[src/rtl/pmem_arbiter.sv]
// pmem_arbiter: shares one physical-memory port between the I-cache (port A)
// and the D-cache (port B). It serves one line-sized transaction at a time.
// The memory-side request, address and write data are registered and are
// latched on the grant edge, so they ignore the cache inputs during a transaction.
module pmem_arbiter #(
  parameter int ADDR_WIDTH = 32,
  parameter int LINE_WIDTH = 256,
  parameter bit RR_EN      = 1'b1
) (
  input  logic                  clk,
  input  logic                  rst,
  // port A: instruction cache
  input  logic                  pmem_read_a,
  input  logic [ADDR_WIDTH-1:0] pmem_addr_a,
  output logic [LINE_WIDTH-1:0] pmem_rdata_a,
  output logic                  pmem_resp_a,
  // port B: data cache
  input  logic                  pmem_read_b,
  input  logic                  pmem_write_b,
  input  logic [ADDR_WIDTH-1:0] pmem_addr_b,
  input  logic [LINE_WIDTH-1:0] pmem_wdata_b,
  output logic [LINE_WIDTH-1:0] pmem_rdata_b,
  output logic                  pmem_resp_b,
  // memory side
  output logic                  mem_read,
  output logic                  mem_write,
  output logic [ADDR_WIDTH-1:0] mem_address,
  output logic [LINE_WIDTH-1:0] mem_wdata,
  input  logic [LINE_WIDTH-1:0] mem_rdata,
  input  logic                  mem_resp
);

  localparam logic [1:0] IDLE    = 2'd0;
  localparam logic [1:0] SERVE_A = 2'd1;
  localparam logic [1:0] SERVE_B = 2'd2;

  // last_grant: 1'b1 = port B was served last, 1'b0 = port A
  localparam logic GRANT_A = 1'b0;
  localparam logic GRANT_B = 1'b1;

  logic [1:0] state;
  logic       last_grant;
  logic       req_a;
  logic       req_b;
  logic       grant_a;
  logic       grant_b;

  // Grant decision for the IDLE state: single requester wins outright; on a tie
  // round-robin picks the port not served last, fixed priority always picks B.
  always_comb begin
    req_a   = pmem_read_a;
    req_b   = pmem_read_b | pmem_write_b;
    grant_a = 1'b0;
    grant_b = 1'b0;
    if (req_a && req_b) begin
      if (RR_EN && (last_grant == GRANT_B)) begin
        grant_a = 1'b1;
      end else begin
        grant_b = 1'b1;
      end
    end else if (req_a) begin
      grant_a = 1'b1;
    end else if (req_b) begin
      grant_b = 1'b1;
    end else begin
      grant_a = 1'b0;
      grant_b = 1'b0;
    end
  end

  // Transaction FSM: latch the granted request, hold it until mem_resp, then
  // return to IDLE (giving the mandatory idle cycle between transactions).
  always_ff @(posedge clk or posedge rst) begin
    if (rst) begin
      state       <= IDLE;
      last_grant  <= GRANT_B;
      mem_read    <= 1'b0;
      mem_write   <= 1'b0;
      mem_address <= {ADDR_WIDTH{1'b0}};
      mem_wdata   <= {LINE_WIDTH{1'b0}};
    end else begin
      case (state)
        IDLE: begin
          if (grant_a) begin
            mem_read    <= 1'b1;
            mem_write   <= 1'b0;
            mem_address <= pmem_addr_a;
            last_grant  <= GRANT_A;
            state       <= SERVE_A;
          end else if (grant_b) begin
            // a simultaneous read and write from the D-cache is a write-back
            mem_read    <= ~pmem_write_b;
            mem_write   <= pmem_write_b;
            mem_address <= pmem_addr_b;
            mem_wdata   <= pmem_wdata_b;
            last_grant  <= GRANT_B;
            state       <= SERVE_B;
          end else begin
            state <= IDLE;
          end
        end
        SERVE_A, SERVE_B: begin
          if (mem_resp) begin
            mem_read  <= 1'b0;
            mem_write <= 1'b0;
            state     <= IDLE;
          end else begin
            state <= state;
          end
        end
        default: begin
          mem_read  <= 1'b0;
          mem_write <= 1'b0;
          state     <= IDLE;
        end
      endcase
    end
  end

  // Read data is broadcast to both caches; only the resp strobe qualifies it.
  assign pmem_rdata_a = mem_rdata;
  assign pmem_rdata_b = mem_rdata;
  assign pmem_resp_a  = (state == SERVE_A) && mem_resp;
  assign pmem_resp_b  = (state == SERVE_B) && mem_resp;

endmodule

[config.mk]
export PLATFORM = sky130hd
export DESIGN_NAME = pmem_arbiter
export DESIGN_NICKNAME = d
export VERILOG_FILES = /design/src/rtl/pmem_arbiter.sv
export SDC_FILE = /design/constraint.sdc
export NUM_CORES = 1
export LEC_CHECK = 0
export CAP_MARGIN = 5
export CORE_AREA = 2 2 542 544
export DETAILED_ROUTE_END_ITERATION = 10
export DIE_AREA = 0 0 544 546
export PLACE_DENSITY_LB_ADDON = 0.1
export SLEW_MARGIN = 40
export SYNTH_ARGS = -nofsm -noshare
export SYNTH_HDL_FRONTEND = slang
export SYNTH_SLANG_ARGS = --single-unit
[constraint.sdc]
create_clock -name clk -period 32 [get_ports clk]
set_clock_uncertainty 0.2 [all_clocks]
set_input_delay 8 -clock clk [delete_from_list [all_inputs] [get_ports clk]]
set_output_delay 8 -clock clk [all_outputs]
set_load 0.1 [all_outputs]
# [Word-level counts from Yosys, hierarchy flattened]
# Cells that the tools add are included.
[classes] n_reduce_logical=9 div=0 n_mux=22 multipliers=0 n_eq_ne=4 n_addsub=0 bitwise=3 shift=0 n_lt_le_gt_ge=0
[ops] cell="2-to-1 mux 32 bit" n=2
[ops] cell="2-to-1 mux 1 bit" n=14
[ops] cell="2-to-1 mux 2 bit" n=3
[ops] cell="case mux 1 bit (2 select lines)" n=2
[ops] cell="case mux 2 bit (2 select lines)" n=1
[ops] cell="AND reduction 2 bit" n=2
[ops] cell="logical AND 1 bit" n=3
[ops] cell="inequality test 3 bit (second input constant)" n=1
[ops] cell="AND reduction 3 bit" n=1
[ops] cell="equality test 2 x 1 -> 1 bit (second input constant)" n=1
[ops] cell="equality test 2 bit (second input constant)" n=1
[ops] cell="logical NOT 2 bit" n=1
[ops] cell="inequality test 2 bit (second input constant)" n=1
[ops] cell="inverter 1 bit" n=2
[ops] cell="nonzero test 2 bit" n=1
[ops] cell="OR reduction 2 bit" n=1
[ops] cell="OR 1 bit" n=1
[totals] ramBits=0 ff_bits=293 output_inout_bits=804 latchBits=0 in_bits=582 romBits=0 mem_count=0

# [Longest topological paths before layout]
# Gate-level depths: netlist (run 1).
[logic_depth] word_depth=7 ltp_mapped=7 depth_no_buf=5

# [Worst setup path before layout (run 1)]
# No wires, ideal clock.
[synth_timing] path_kind="input-to-output" startpoint="input port mem_resp" endpoint="output port pmem_resp_a" path_stages=1 path_slack_ns=15.063 required_ns=23.800 n_path_buf=0 arrival_time_ns=8.737 cell_sequence="and2_1"
[synth_between] elab_chain_len=1
[synth_lines] item="start, declared" line="30" text="input logic mem_resp"
[synth_lines] item="logical AND 1 bit" line="123" text="assign pmem_resp_a = (state == SERVE_A) && mem_resp;"
[synth_lines] item="end, declared" line="16" text="output logic pmem_resp_a,"
# No other way between the ends.

# [Worst setup path after layout (run 1)]
[layout_timing] startpoint="input port mem_resp" endpoint="output port pmem_resp_b"
[layout_between] elab_chain_len=1
[layout_lines] item="logical AND 1 bit" line="124" text="assign pmem_resp_b = (state == SERVE_B) && mem_resp;"
[layout_lines] item="end, declared" line="23" text="output logic pmem_resp_b,"
# No other way between the ends.

==> reports/results.ini, run 1 <==
[cts]
clockRootBuffer=clkbuf_16
clkLatencyLatePin_ns=0.68
clk_pin_slew_ns=0.05
cts_buffer_depth=3
cts_sinks=293
ctsHoldBuffers=0
cts_tree=built
cts_resized=0
postCtsSetupRepairBufs=0
htreeDepth=2
cts_made_buffers=50

[die]
die_x_um=544
rows=199
fp.dieArea_um2=297000
design.core.area_um2=292000
die_y_um=546
ios=1386
initial_utilization=0.0556

[detailed_routing]
route.detailed.drc=0
routedWlPerCell_um=15.0
via_count=9526
drtIter0Drc=262
dr.pass1.iters=4
wirelength_um=80400
routed_via_density=1.78
ant_nets=0

[synth]
synth-seq-cells=293
ys_types=33
ys_warn_count=0
avgSynthCellArea_um2=12.8
syn_nets=1853
ys_seq_area_frac=0.451
syn_inst=1268
syn-cell-area_um2=16200

[global_routing]
antenna_found_initial=44
grt_pass1_wl_um=104000
grt_start_max_net_pins=91
track_usage=0.0521
grt_pass1_vias=10472
grt-ovfl-total=0

[hold_path]
hold_class=flip-flop to flip-flop

[finish]
area_delta_synth_final_pct=43.6
nNetsFinal=1976
nFillCells=33891
final_common_cell=clkdlybuf4s50_1
drive_gt1_frac=0.441
layout_common_cells=324 x clkdlybuf4s50_1, 292 x dfrtp_1, 282 x buf_2
utilization=0.0799

[place]
place_congestion=0.693
pre_cts_slack_ns=14.70
dp_hpwl_um=62600
portBuffers=617

[timing]
max_freq_ghz=0.0578
maxSlewHeadroom=0.519
hold_viol_final=0
setup_slack_ns=14.71
min_period_ns=17.29
slew_viol_final=0
rsz0062_at_grt=no
final.setup.tns_ns=0
hold_ws_ns=0.290
setup_violations=0
worst_slew_pin_slew_ns=0.721
post-route-period-util=0.540

[critical_path]
slowest_stage=clkdlybuf4s50_1
critPathMaxStageDelay_ns=0.52
critical_path_arrival_ns=9.09
start_kind=primary input
worstSetupPathType=primary input to output port
crit_fanout=4
worstPathCellList=clkdlybuf4s50_1 > and2_1 > buf_2
cp-end-kind=output port
required_ns=23.80

[job]
drv_cap=0

[outcome]
status=completed

-- flip-flops by register name, summed over array words and instances, names as in the netlist --
register,count
mem_wdata,256
last_grant,1
mem_read,1
mem_address,32
state,2
mem_write,1
-- cell usage after synthesis --
master     number  area, µm²
a211o_1         1       8.76
nand2b_1        1       6.26
buf_4         515       3870
nand4_1         1       6.26
nor3_1          1       5.00
ha_1            3       37.5
mux2_1         18        203
nor2b_1         1       6.26
o21ai_1         1       5.00
nand3_1        32        160
nand2_1         2       7.51
and2_1          2       12.5
dfrtp_1       292       7310
buf_2           7       35.0
o21ai_0        35        175
a2111oi_0       1       8.76
o21bai_2        1       11.3
a31oi_1        32        200
o211ai_4        1       21.3
inv_1           6       22.5
nand2_2         1       6.26
mux2_4        200       3000
and3_1          1       6.26
mux2_2         38        428
buf_1           1       3.75
a32oi_1         1       8.76
o31a_1          1       8.76
buf_6           3       33.8
dfstp_2         1       26.3
o21ba_2         1       10.0
nor2_1         32        120
buf_12         22        440
clkbuf_1       13       48.8
-- path summary, 6_finish.rpt --
check / start / end / slack, ns / cells past startpoint
worst max-delay path: mem_resp / pmem_resp_b / 14.71 / 3
worst min-delay path: mem_wdata[121]$_DFFE_PP0P_ / mem_wdata[121]$_DFFE_PP0P_ / 0.29 / 1
worst max register to register: state[1]$_DFFE_PP0P_ / mem_wdata[230]$_DFFE_PP0P_ / 28.20 / 8
worst min register to register: mem_wdata[121]$_DFFE_PP0P_ / mem_wdata[121]$_DFFE_PP0P_ / 0.29 / 1
max in group asynchronous: rst / mem_address[24]$_DFFE_PP0P_ / 22.23 / 4
min in group asynchronous: rst / mem_wdata[225]$_DFFE_PP0P_ / 7.57 / 2
-- layer usage --
metal | GRT usage | up-vias | part of all wire | routed length (µm)
li1 | - | 3998 | - | -
met2 | 0.0815 | 671 | 0.44 | 35700
met3 | 0.0347 | 279 | 0.15 | 11900
met4 | 0.0234 | 54 | 0.034 | 2750
met5 | 0 | - | 0.0043 | 347
met1 | 0.0538 | 4524 | 0.37 | 29700
-- stage by stage --
step	area (µm²)	std cells
3_5_place_dp	21600	5256
3_3_place_gp	23000	5256
4_1_cts	23200	5347
5_1_grt	23300	5350
6_report	23300	5361
2_1_floorplan	16200	1268
-- critical path: cells and delay by family --
family | cells | cell delay, ns
and+or+nand+nor | 1 | 0.15
buffers and inverters | 2 | 0.94
-- logic make-up after synthesis --
| logic type | synth area share |
|---|---|
| AO/OA/AOI/OAI | 0.0282 |
| adder cells (fa/ha/maj) | 0.00231 |
| buffers and inverters | 0.274 |
| flip-flops | 0.451 |
| multiplexers | 0.224 |
| AND/OR/NAND/NOR | 0.0207 |
-- final cells by class --
type / count / area, µm² / share of cell area
Sequential cell: 293 / 7330 / 0.314
Timing Repair Buffer: 632 / 4920 / 0.211
Tap cell: 3919 / 4900 / 0.210
Multi-Input combinational cell: 408 / 4470 / 0.192
Clock buffer: 76 / 1480 / 0.0634
Clock inverter: 15 / 156 / 0.00670
Inverter: 6 / 37.5 / 0.00161
Antenna cell: 12 / 30.0 / 0.00129
Power of run 1 is left out: the tool's default activity adds up to more than one toggle a clock period on the data nets, which glitch-free logic cannot reach.
==> run 2: changes to the inputs <==
--- a/config.mk
+++ b/config.mk
@@ -6,9 +6,9 @@
 export NUM_CORES = 1
 export LEC_CHECK = 0
 export CAP_MARGIN = 5
-export CORE_AREA = 2 2 542 544
+export CORE_AREA = 2 2 536 538
 export DETAILED_ROUTE_END_ITERATION = 10
-export DIE_AREA = 0 0 544 546
+export DIE_AREA = 0 0 538 540
 export PLACE_DENSITY_LB_ADDON = 0.1
 export SLEW_MARGIN = 40
 export SYNTH_ARGS = -nofsm -noshare
==> constraint.sdc (replaced) <==
create_clock -name clk -period 14.15 [get_ports clk]
set_clock_uncertainty 0.2 [all_clocks]
set_input_delay 3.5375 -clock clk [delete_from_list [all_inputs] [get_ports clk]]
set_output_delay 3.5375 -clock clk [all_outputs]
set_load 0.1 [all_outputs]
==> run 2 against run 1 <==
Compared with the run above: sequential cell count unchanged; utilization up 0.15 points; highest routed layer unchanged; cell count down 3.0%; sequential share of layout area up 0.24 points; register-to-register slack worse by 17 ns; critical path depth unchanged; first-iteration DRC count up 8.0%; global-route usage up 0.62 points; die area down 2.2%.
==> reports/results.ini, run 2 (synthesis results as in run 1) <==
[finish]
nFillCells=33019
layout_common_cells=324 x clkdlybuf4s50_1, 292 x dfrtp_1, 268 x buf_2
final_common_cell=clkdlybuf4s50_1
top_register=mem_wdata
area_delta_synth_final_pct=42.5
nNetsFinal=1978
largest_reg_flops=256
largestRegisters=mem_wdata x256, mem_address x32, state x2
layoutNonFillerInstCount=5198
stdcell_area_um2=23200
drive_gt1_frac=0.443

[critical_path]
critPathMaxStageDelay_ns=0.53
cp.depth=3
required_ns=10.41
worstSetupPathType=primary input to output port
start_kind=primary input
rr_worst_depth=7
cp-end-kind=output port
critPathBufInv=2
r2r-start=state[0]$_DFFE_PP0P_
crit_path_start=mem_resp
crit_fanout=4
worstPathCellList=clkdlybuf4s50_1 > and2_1 > buf_2
path_delay_family=buffers and inverters
slowest_stage=clkdlybuf4s50_1
critical_path_arrival_ns=4.68

[die]
fp.dieArea_um2=291000
initial_utilization=0.0571
die_y_um=540
design.core.area_um2=284000
die_x_um=538
rows=196
ios=1386

[place]
dp.cells=5102
dp_hpwl_um=70700
place_congestion=0.702
portBuffers=617
placed_area_um2=21500

[hold_path]
holdPathStages=1
hold_class=flip-flop to flip-flop
min-delay-start=mem_wdata[113]$_DFFE_PP0P_

[cts]
cts_tree=built
clkLatencyLatePin_ns=0.66
clockRootBuffer=clkbuf_16
clk_pin_slew_ns=0.05
postCtsSetupRepairBufs=0
htreeDepth=2
cts_resized=0
cts_made_buffers=50
cts_buffer_depth=3
ctsHoldBuffers=0
cts_sinks=293

[timing]
post-route-period-util=0.595
rsz0062_at_grt=no
final.setup.tns_ns=0
maxSlewHeadroom=0.507
max_freq_ghz=0.119
worst_slew_pin_slew_ns=0.740
setup_violations=0
min_period_ns=8.42
hold_viol_final=0
slew_viol_final=0

[outcome]
status=completed

[detailed_routing]
routed_via_density=1.84
ant_nets=0
dr.pass1.iters=4
routedWlPerCell_um=17.0
via_count=9590
wirelength_um=88300
route.detailed.drc=0
drtIter0Drc=283

[global_routing]
grt_pass1_wl_um=112000
grt-ovfl-total=0
track_usage=0.0583
grt_pass1_vias=10464
grt_start_max_net_pins=70
antenna_found_initial=55

[job]
drv_cap=0

==> run 2: cell types whose count changed in the layout (fill, tap and decap cells not counted), sizes merged <==
cell / previous run / this run
diode: 12 / 6
clkinvlp: 5 / 1
clkbuf: 76 / 78
buf: 308 / 310
==> run 2: worst register-to-register path: cells and delay by family (launching register included) <==
kind,cells,cell delay [ns]
fa+ha+maj,1,0.31
buf+inv,4,1.68
flops,1,0.35
mux,1,0.50
compound gates,1,0.17
==> run 2: final timing paths <==
check / end / slack [ns]
max: pmem_resp_b / 5.73
min: mem_wdata[113]$_DFFE_PP0P_ / 0.28
max reg2reg: mem_wdata[85]$_DFFE_PP0P_ / 10.82
min reg2reg: mem_wdata[113]$_DFFE_PP0P_ / 0.28
max in group asynchronous: mem_wdata[148]$_DFFE_PP0P_ / 9.38
min in group asynchronous: mem_address[14]$_DFFE_PP0P_ / 3.11
==> run 2: final cells by class <==
type	count	area, µm²	share of cell area
flip-flops and latches	293	7330	0.317
clock buffers	78	1530	0.0660
well taps	3762	4710	0.203
clock inverters	11	115	0.00497
diodes	6	15.0	0.000648
inverters	6	32.5	0.00140
multi-input cells	408	4480	0.194
repair buffers	634	4940	0.213
==> run 2: per-stage QoR <==
stage,utilization,hold WS [ns],worst slack [ns]
final,0.0814,0.281,5.73
after detailed placement,0.0755,0.276,5.72
after global routing,0.0814,0.295,5.68
after CTS,0.0813,0.288,5.72
after global placement,0.0801,0.285,4.94
after floorplan,-,0.266,2.32
==> run 2: metal layers <==
layer / global-route usage / part of all wire
met5: 0.00233 / 0.0036
met4: 0.0197 / 0.028
met3: 0.0354 / 0.14
met2: 0.0932 / 0.45
met1: 0.0627 / 0.38
Power of run 2 is left out for the same reason.
==> run 3: changes to the inputs <==
--- a/config.mk
+++ b/config.mk
@@ -6,9 +6,9 @@
 export NUM_CORES = 1
 export LEC_CHECK = 0
 export CAP_MARGIN = 5
-export CORE_AREA = 2 2 536 538
+export CORE_AREA = 2 2 542 544
 export DETAILED_ROUTE_END_ITERATION = 10
-export DIE_AREA = 0 0 538 540
+export DIE_AREA = 0 0 544 546
 export PLACE_DENSITY_LB_ADDON = 0.1
 export SLEW_MARGIN = 40
 export SYNTH_ARGS = -nofsm -noshare
==> constraint.sdc (replaced) <==
create_clock -name clk -period 8.6 [get_ports clk]
set_clock_uncertainty 0.2 [all_clocks]
set_input_delay 2.15 -clock clk [delete_from_list [all_inputs] [get_ports clk]]
set_output_delay 2.15 -clock clk [all_outputs]
set_load 0.1 [all_outputs]
==> run 3 against run 2 <==
Compared with the run above: critical path depth is the same; utilization shrank 0.094 points; sequential cell count is the same; setup slack lost 2.8 ns; clock-buffer cell count grew 1; critical path type unchanged; largest cell class unchanged.
==> reports/results.ini, run 3 (synthesis results as in run 1) <==
[critical_path]
required_ns=6.25
worstSetupPathType=primary input to output port
critical_path_arrival_ns=3.31
start_kind=primary input
path_delay_family=buffers and inverters
crit_fanout=4
slowest_stage=clkdlybuf4s50_1
critPathBufInv=2
critPathMaxStageDelay_ns=0.54
worstPathCellList=clkdlybuf4s50_1 > and2_1 > buf_2
cp-end-kind=output port

[place]
pre_cts_slack_ns=2.92
dp_hpwl_um=64100
place_congestion=0.704
portBuffers=617

[global_routing]
grt_pass1_vias=10508
track_usage=0.0534
grt-ovfl-total=0
grt_pass1_wl_um=106000
grt_start_max_net_pins=105
antenna_found_initial=24

[detailed_routing]
drtIter0Drc=391
dr.pass1.iters=4
ant_nets=0
wirelength_um=82100
via_count=9552
routedWlPerCell_um=15.3
route.detailed.drc=0
routed_via_density=1.78

[finish]
top_register=mem_wdata
nFillCells=33862
utilization=0.0805
largestRegisters=mem_wdata x256, mem_address x32, state x2
drive_gt1_frac=0.445
nNetsFinal=1983
largest_reg_flops=256
final_common_cell=clkdlybuf4s50_1
area_delta_synth_final_pct=44.6
layout_common_cells=324 x clkdlybuf4s50_1, 292 x dfrtp_1, 286 x buf_2

[timing]
setup_violations=0
max_freq_ghz=0.177
final.setup.tns_ns=0
hold_viol_final=0
slew_viol_final=0
maxSlewHeadroom=0.526
post-route-period-util=0.658
setup_slack_ns=2.94
rsz0062_at_grt=no
worst_slew_pin_slew_ns=0.710
min_period_ns=5.66

[cts]
clkLatencyLatePin_ns=0.70
cts_sinks=293
cts_made_buffers=52
ctsHoldBuffers=0
postCtsSetupRepairBufs=0
cts_tree=built
clk_pin_slew_ns=0.06
cts_buffer_depth=3
clockRootBuffer=clkbuf_16
htreeDepth=2
cts_resized=0

[job]
drv_cap=0

[hold_path]
hold_class=flip-flop to flip-flop

[die]
fp.dieArea_um2=297000
die_y_um=546
ios=1386
rows=199
initial_utilization=0.0556
design.core.area_um2=292000
die_x_um=544

[outcome]
status=completed

-- run 3: cell types whose count changed in the layout (fill, tap and decap cells not counted), sizes merged --
| cell | change |
|---|---|
| clkinv | +3 |
| clkbuf | +1 |
| buf | +3 |
| diode | -2 |
| bufinv | +2 |
| clkinvlp | +2 |
-- run 3: path summary, 6_finish.rpt --
path	depth (start not counted)	slack (ns)	start	end
min in group asynchronous	2	1.72	rst	mem_wdata[214]$_DFFE_PP0P_
max reg2reg	6	6.04	state[0]$_DFFE_PP0P_	mem_address[19]$_DFFE_PP0P_
min reg2reg	1	0.28	mem_wdata[124]$_DFFE_PP0P_	mem_wdata[124]$_DFFE_PP0P_
max in group asynchronous	4	5.20	rst	mem_address[16]$_DFFE_PP0P_
max	3	2.94	mem_resp	pmem_resp_a
min	1	0.28	mem_wdata[124]$_DFFE_PP0P_	mem_wdata[124]$_DFFE_PP0P_
-- run 3: metal layers --
metal  vias to the layer above  track usage  part of all wire
met4                        18       0.0236             0.038
met5                         -            0            0.0012
met2                       689       0.0890              0.47
met1                      4597       0.0544              0.35
li1                       4007            -                 -
met3                       241       0.0296              0.13
-- run 3: layout make-up --
| cell class | instances | area, µm² | share of cell area |
|---|---|---|---|
| Clock buffer | 79 | 1520 | 0.0648 |
| Multi-Input combinational cell | 408 | 4470 | 0.190 |
| Tap cell | 3919 | 4900 | 0.209 |
| Antenna cell | 4 | 10.0 | 0.000426 |
| Sequential cell | 293 | 7330 | 0.312 |
| Clock inverter | 18 | 250 | 0.0106 |
| Timing Repair Buffer | 637 | 4980 | 0.212 |
| Inverter | 6 | 26.3 | 0.00112 |
-- run 3: through the flow --
step	area, µm²	instances	hold WS (ns)
6_report	23500	5364	0.283
5_1_grt	23500	5361	0.293
4_1_cts	23400	5358	0.289
3_5_place_dp	21700	5261	0.276
3_3_place_gp	23100	5260	0.279
2_1_floorplan	16300	1268	0.266
Power of run 3 is left out for the same reason.
